$ cat src/rtl/demux_32_pkg.sv
// Shared constants for the demux_32_reg / mux_32 register-file datapath.
package demux_32_pkg;
    localparam int NUM_CH = 32;
    localparam int SEL_W  = 5;
    localparam int DATA_W = 32;
    localparam int CNT_W  = 8;
endpackage

$ cat src/rtl/decoder_5_32.sv
// Combinational 5-to-32 one-hot decoder with enable; all-zero when disabled.
module decoder_5_32
    import demux_32_pkg::*;
(
    input  logic              en,
    input  logic [SEL_W-1:0]  sel,
    output logic [NUM_CH-1:0] onehot
);

    // Single asserted bit at sel while enabled
    always_comb begin
        onehot = '0;
        if (en) begin
            onehot[sel] = 1'b1;
        end
    end

endmodule

$ cat src/rtl/demux_32_reg.sv
// Registered 1-to-32 demultiplexer: write half of the register file.
// Each enabled edge loads data_in into the channel chosen by select; all
// channels are visible on out0..out31. Also produces a registered one-hot
// write strobe and a saturating write counter.
// Optional build macro DEMUX_32_ZERO_REG_EN: channel 0 becomes a constant
// zero with no storage, and writes to it are dropped (no strobe, no count).
module demux_32_reg
    import demux_32_pkg::NUM_CH;
    import demux_32_pkg::SEL_W;
#(
    parameter int WIDTH = demux_32_pkg::DATA_W,
    parameter int CNT_W = demux_32_pkg::CNT_W
) (
    input  logic              clock,
    input  logic              reset,
    input  logic              we,
    input  logic              clear,
    input  logic [SEL_W-1:0]  select,
    input  logic [WIDTH-1:0]  data_in,
    output logic [WIDTH-1:0]  out0,
    output logic [WIDTH-1:0]  out1,
    output logic [WIDTH-1:0]  out2,
    output logic [WIDTH-1:0]  out3,
    output logic [WIDTH-1:0]  out4,
    output logic [WIDTH-1:0]  out5,
    output logic [WIDTH-1:0]  out6,
    output logic [WIDTH-1:0]  out7,
    output logic [WIDTH-1:0]  out8,
    output logic [WIDTH-1:0]  out9,
    output logic [WIDTH-1:0]  out10,
    output logic [WIDTH-1:0]  out11,
    output logic [WIDTH-1:0]  out12,
    output logic [WIDTH-1:0]  out13,
    output logic [WIDTH-1:0]  out14,
    output logic [WIDTH-1:0]  out15,
    output logic [WIDTH-1:0]  out16,
    output logic [WIDTH-1:0]  out17,
    output logic [WIDTH-1:0]  out18,
    output logic [WIDTH-1:0]  out19,
    output logic [WIDTH-1:0]  out20,
    output logic [WIDTH-1:0]  out21,
    output logic [WIDTH-1:0]  out22,
    output logic [WIDTH-1:0]  out23,
    output logic [WIDTH-1:0]  out24,
    output logic [WIDTH-1:0]  out25,
    output logic [WIDTH-1:0]  out26,
    output logic [WIDTH-1:0]  out27,
    output logic [WIDTH-1:0]  out28,
    output logic [WIDTH-1:0]  out29,
    output logic [WIDTH-1:0]  out30,
    output logic [WIDTH-1:0]  out31,
    output logic [NUM_CH-1:0] strobe,
    output logic [CNT_W-1:0]  write_count
);

    logic [NUM_CH-1:0] dec;
    logic [NUM_CH-1:0] load;
    logic [WIDTH-1:0]  regs [NUM_CH];

    // Clear dominates: gating the decoder with ~clear means a colliding
    // write produces no load, no strobe and no count.
    decoder_5_32 u_dec (
        .en     (we & ~clear),
        .sel    (select),
        .onehot (dec)
    );

`ifdef DEMUX_32_ZERO_REG_EN
    assign load = {dec[NUM_CH-1:1], 1'b0};
    localparam int FIRST_CH = 1;
`else
    assign load = dec;
    localparam int FIRST_CH = 0;
`endif

    for (genvar ch = 0; ch < NUM_CH; ch++) begin : g_ch
        if (ch < FIRST_CH) begin : g_zero
            assign regs[ch] = '0;
        end else begin : g_reg
            logic [WIDTH-1:0] q;
            // Holding register: clear wins, otherwise load on its decoder bit
            always_ff @(posedge clock or posedge reset) begin
                if (reset) begin
                    q <= '0;
                end else if (clear) begin
                    q <= '0;
                end else if (load[ch]) begin
                    q <= data_in;
                end
            end
            assign regs[ch] = q;
        end
    end

    // Strobe is the gated decoder output delayed one edge (zero on clear/idle)
    always_ff @(posedge clock or posedge reset) begin
        if (reset) begin
            strobe <= '0;
        end else begin
            strobe <= load;
        end
    end

    // Count accepted writes, holding at all-ones instead of wrapping
    always_ff @(posedge clock or posedge reset) begin
        if (reset) begin
            write_count <= '0;
        end else if ((|load) && (write_count != {CNT_W{1'b1}})) begin
            write_count <= write_count + CNT_W'(1);
        end
    end

    assign out0  = regs[0];
    assign out1  = regs[1];
    assign out2  = regs[2];
    assign out3  = regs[3];
    assign out4  = regs[4];
    assign out5  = regs[5];
    assign out6  = regs[6];
    assign out7  = regs[7];
    assign out8  = regs[8];
    assign out9  = regs[9];
    assign out10 = regs[10];
    assign out11 = regs[11];
    assign out12 = regs[12];
    assign out13 = regs[13];
    assign out14 = regs[14];
    assign out15 = regs[15];
    assign out16 = regs[16];
    assign out17 = regs[17];
    assign out18 = regs[18];
    assign out19 = regs[19];
    assign out20 = regs[20];
    assign out21 = regs[21];
    assign out22 = regs[22];
    assign out23 = regs[23];
    assign out24 = regs[24];
    assign out25 = regs[25];
    assign out26 = regs[26];
    assign out27 = regs[27];
    assign out28 = regs[28];
    assign out29 = regs[29];
    assign out30 = regs[30];
    assign out31 = regs[31];

endmodule

$ cat config.mk
export PLATFORM = sky130hd
export DESIGN_NAME = demux_32_reg
export DESIGN_NICKNAME = d
export VERILOG_FILES = /design/src/rtl/demux_32_pkg.sv /design/src/rtl/decoder_5_32.sv /design/src/rtl/demux_32_reg.sv
export SDC_FILE = /design/constraint.sdc
export NUM_CORES = 2
export LEC_CHECK = 0
export ABC_CLOCK_PERIOD_IN_PS = 60700
export CELL_PAD_IN_SITES_DETAIL_PLACEMENT = 1
export CELL_PAD_IN_SITES_GLOBAL_PLACEMENT = 2
export CORE_AREA = 5 5 432 434
export DETAILED_ROUTE_END_ITERATION = 8
export DIE_AREA = 0 0 437 439
export MAX_ROUTING_LAYER = met4
export PLACE_DENSITY_LB_ADDON = 0.1
export SLEW_MARGIN = 10
export SYNTH_ARGS = -nofsm -noshare
export SYNTH_HDL_FRONTEND = slang
export SYNTH_SLANG_ARGS = --single-unit
$ cat constraint.sdc
create_clock -name clock -period 60.7 [get_ports clock]
set_input_delay 15.175 -clock clock [delete_from_list [all_inputs] [get_ports clock]]
set_output_delay 15.175 -clock clock [all_outputs]
set_load 0.01 [all_outputs]
## After elaboration in Yosys (flattened, before gate mapping)

Cells that the tools add are included.

| operators by class | value |
|---|---|
| $lt $le $gt $ge | 2 |
| equal/unequal tests | 1 |
| reductions and logical operators | 35 |
| $add $sub $neg | 1 |
| bitwise gates (word level) | 2 |
| multiplexer cells | 67 |

Operator list:

| operator | number |
|---|---|
| 32-bit 2-to-1 mux | 65 |
| 2-bit nonzero test | 32 |
| 32-bit OR reduction | 1 |
| 8-bit by 1-bit adder with 8-bit output, second input constant | 1 |
| 8-bit != test, second input constant | 1 |
| 5-bit by 6-bit < comparator with 1-bit output, second input constant | 1 |
| 1-bit demux with 5-bit select | 1 |
| 5-bit by 1-bit greater-or-equal comparator with 1-bit output, second input constant | 1 |
| 1-bit logical AND | 2 |
| 1-bit bitwise AND | 1 |
| 1-bit 2-to-1 mux | 1 |
| 1-bit inverter | 1 |

| storage, ports and cells | value |
|---|---|
| register bits | 1064 |
| bits of input ports | 41 |
| word-level logic and storage cells | 142 |
| output and inout port bits | 1064 |

## Logic depth before layout (Yosys ltp)

| logic depth | value |
|---|---|
| depth in word-level cells | 7 |
| gate-level depth with buffers | 7 |

## Modules after synthesis

Synthesis repeated with hierarchy kept, for this count alone.

| unflattened totals | value |
|---|---|
| cell total of the unflattened synthesis | 3535 |
| area total of the unflattened synthesis | 42789.8 um2 |

By module, submodules not included:

| module | times used | seq. area each (um2) | cells each | area each (um2) |
|---|---|---|---|---|
| demux_32_reg | 1 | 26625.5 | 3488 | 42559.6 |
| decoder_5_32 | 1 | 0.0 | 47 | 230.2 |

## Worst setup path before layout

No wires, ideal clock.

| timing path | value |
|---|---|
| path type | input to register |
| start point | input clear |
| end point | register g_ch[0].g_reg.q[10] (netlist: out0[10]) |
| cell stages on the path | 7 |
| required time | 60.564 ns |
| path slack | 44.168 ns |
| path buffers | 4 |
| arrival time | 16.396 ns |
| cells stage by stage | buf_6 -> or4b_1 -> buf_2 -> buf_6 -> buf_6 -> o21ai_1 -> a21oi_1 |

| on the way | value |
|---|---|
| word-level cells in the longest chain between the ends | 4 |

RTL lines:

| element | RTL line | text |
|---|---|---|
| from (decl) | demux_32_reg.sv:17 | `input logic clear,` |
| 1-bit inverter | demux_32_reg.sv:63 | `.en (we & ~clear),` |
| 1-bit bitwise AND | demux_32_reg.sv:63 |  |
| 32-bit 2-to-1 mux | decoder_5_32.sv:13 | `if (en) begin` |
| 2-bit nonzero test (no source line) | -- |  |
| to (signal assigned) | demux_32_reg.sv:88 | `q <= data_in;` |
| to (decl) | demux_32_reg.sv:80 | `logic [WIDTH-1:0] q;` |

Parallel ways exist; a longest one is shown, timed or not.
A chain may end at the register's enable or synchronous reset.

## Final worst setup path

| timing path | value |
|---|---|
| start point | input clear |
| end point | register g_ch[9].g_reg.q[4] (netlist: out9[4]) |

| on the way | value |
|---|---|
| word-level cells in the longest chain between the ends | 4 |

RTL lines:

| element | RTL line |
|---|---|
| 1-bit inverter | demux_32_reg.sv:63 |
| 1-bit bitwise AND | demux_32_reg.sv:63 |
| 32-bit 2-to-1 mux | decoder_5_32.sv:13 |
| 2-bit nonzero test (no source line) | -- |
| to (signal assigned) | demux_32_reg.sv:88 |
| to (decl) | demux_32_reg.sv:80 |

Parallel ways exist; a longest one is shown, timed or not.

==> impl_metrics.json <==
{
  "outcome": "complete, no violations",
  "core_area_mm2": 0.1823,
  "syn_area_mm2": 0.04575,
  "start_util_pct": 25.10,
  "finalMaxSlewViolations": 0,
  "grt_pass1_wl_um": 377200,
  "cts_buffers": 137,
  "period_share_pct": 34.21,
  "n_fill_cell": 20430,
  "synth_nets": 4948,
  "hold-path-endpoint": "out27[6]",
  "clk_pin_slew_ps": 50,
  "worstPathRequired_ps": 61320,
  "ctsResizeCount": 0,
  "post-place-ws_ps": 39130,
  "crit_fanout": 109,
  "cap_violations": 0,
  "max_slew_margin_pct": 17.60,
  "grt_max_degree": 181,
  "num_vias": 44100,
  "hold_buffers": 0,
  "yosysTopAreaCellShare_pct": 58.19,
  "cts_root_buf": "clkbuf_16",
  "leakage_nw": 23.53,
  "hold_viol_final": 0,
  "cts_setup_buffers": 0,
  "period_needed_ps": 20770,
  "multi_input_area_mm2": 0.01615,
  "grt_pass1_vias": 44500,
  "worst_hold_startpoint": "out27[6]",
  "r2r_cells": 4,
  "io_pins": 1105,
  "dieHeight_um": 439,
  "synth_seq_cells": 1064,
  "finalSetupViolations": 0,
  "synth_top_area_cell": "dfrtp_1",
  "synthToLayoutAreaGrowth_pct": 35.47,
  "async_flop_share_pct": 100.0,
  "cts_tree": "done",
  "r2r_end": "write_count[1]",
  "cts-htree-levels": 4,
  "wl_um": 274200,
  "overflow": 0,
  "ff_latch_area_mm2": 0.02663,
  "clock_skew_ps": 7.832,
  "hp-class": "flop to flop",
  "rows": 157,
  "startpoint_type": "input pin",
  "drt_pre_antenna_iters": 7,
  "ys_types": 42,
  "gp_congestion": 0.7994,
  "layout.nets": 5617,
  "crit_type": "input pin to flop",
  "cp-end-kind": "flop",
  "grtUsageTotal_pct": 28.10,
  "die_area_mm2": 0.1918,
  "clock_sinks": 1064,
  "clk_path_buf_depth": 3,
  "reg2reg_slack_ps": 58980,
  "final_antenna_net_count": 0,
  "worst_pin_slew_ps": 1236,
  "rsz0062_at_grt": "false",
  "final_util_pct": 34.00,
  "yosysWarnings": 0,
  "powerDensity_mw_per_mm2": 26.86,
  "r2r-start": "write_count[0]",
  "setup_ws_ps": 39930,
  "drt-initial-drc-count": 3399,
  "io_buffers": 1104,
  "irDropWorstVdd_uv": 21.94,
  "clock.fmax_mhz": 48.16,
  "post_drt_via_cell_ratio": 5.467,
  "seq_area_frac_synth_pct": 58.19,
  "synthMostInstantiatedCell": "dfrtp_1",
  "syn-instance-count": 4906,
  "tns_ps": 0,
  "worst_skew_pair.late_latency_ps": 780,
  "hpwl_um": 155900,
  "die_w_um": 437,
  "yosys_most_used_dff": "dfrtp_1",
  "synth-edff-count": 0,
  "hold_depth": 2,
  "synth_area_leaders": "dfrtp_1 (58%), nand3_1 (11%), a21oi_1 (11%)",
  "drc": 0,
  "syn-mean-instance-area_um2": 9.326,
  "worstPathArrival_ps": 21390,
  "final_layout_size_suffix_gt1_share_pct": 6.464,
  "grt_antenna_before_repair": 12,
  "synth_commonest_cells": "dfrtp_1 (1,064), nand3_1 (1,027), a21oi_1 (1,024)",
  "routedWlPerCell_um": 33.99
}
==> worst max-delay path, stage by stage <==
cell	delay [ps]
buf_8	470
buf_4	730
buf_4	790
buf_4	730
buf_4	810
buf_4	740
buf_4	900
buf_4	670
a21oi_1	80
==> cell type report <==
type	count	area share [%]
Clock inverter	28	0.4380
Clock buffer	214	6.702
Timing Repair Buffer	1207	19.00
Inverter	1	0.01817
Sequential cell	1064	42.96
Multi-Input combinational cell	3164	26.05
Tap cell	2385	4.814
Antenna cell	5	0.02019
==> stage by stage <==
step                      power [mW]  instances  area [µm²]  hold slack [ps]
after floorplan               0.7929       4906       45750            562.0
after global placement        0.8591       7821       57550            527.2
after detailed placement      0.8589       7821       57550            534.2
after CTS                      1.689       8063       61970            541.9
after global routing           1.720       8066       61980            553.9
final                          1.665       8068       61980            537.7
==> layer usage <==
layer	vias to the layer above	share of wire, %	track usage (%)
met5	-	0	-
met1	23530	41	33.97
met3	381	5.3	5.444
met2	1415	49	45.75
li1	18780	-	-
met4	0	5.1	12.46
==> placed cells by master, fill, tap and decap left out, types with 5 or more instances in the layout <==
master | netlist | layout
inv_6 | 0 | 5
o21ai_0 | 735 | 735
buf_2 | 193 | 14
clkbuf_1 | 405 | 39
buf_12 | 0 | 5
clkdlybuf4s50_1 | 0 | 1071
dfrtp_1 | 1064 | 1064
clkinv_2 | 0 | 16
clkbuf_8 | 0 | 33
nor2_1 | 32 | 32
nand3_1 | 1027 | 1026
buf_4 | 43 | 116
clkbuf_16 | 0 | 142
diode_2 | 0 | 5
o21ai_1 | 290 | 290
a21oi_1 | 1024 | 1024
==> where the power goes <==
group          leakage, nW  switching [mW]  internal [mW]
Sequential            14.8         0.00488          0.714
Clock                 2.19           0.339          0.482
Combinational         6.50           0.105         0.0194
Total                 23.5           0.449           1.22
==> how the worst max path moves through the flow <==
stage               cells past startpoint  startpoint   endpoint
global placement                        9       clear   out11[0]
floorplan                               1       reset    out0[0]
CTS                                     9       clear   out8[10]
finish                                  9       clear    out9[4]
global route                            9       clear  out10[22]
detailed placement                      9       clear   out8[10]
==> cells by family after synthesis <==
group / count (synthesis) / share of synthesized area (%)
compound gates: 2054 / 22.50
simple gates: 1102 / 12.31
buf+inv: 678 / 6.826
fa+ha+maj: 1 / 0.02734
flops: 1064 / 58.19
mux: 3 / 0.07383
xor+xnor: 4 / 0.07658
Power figures use the tool's default switching activity.
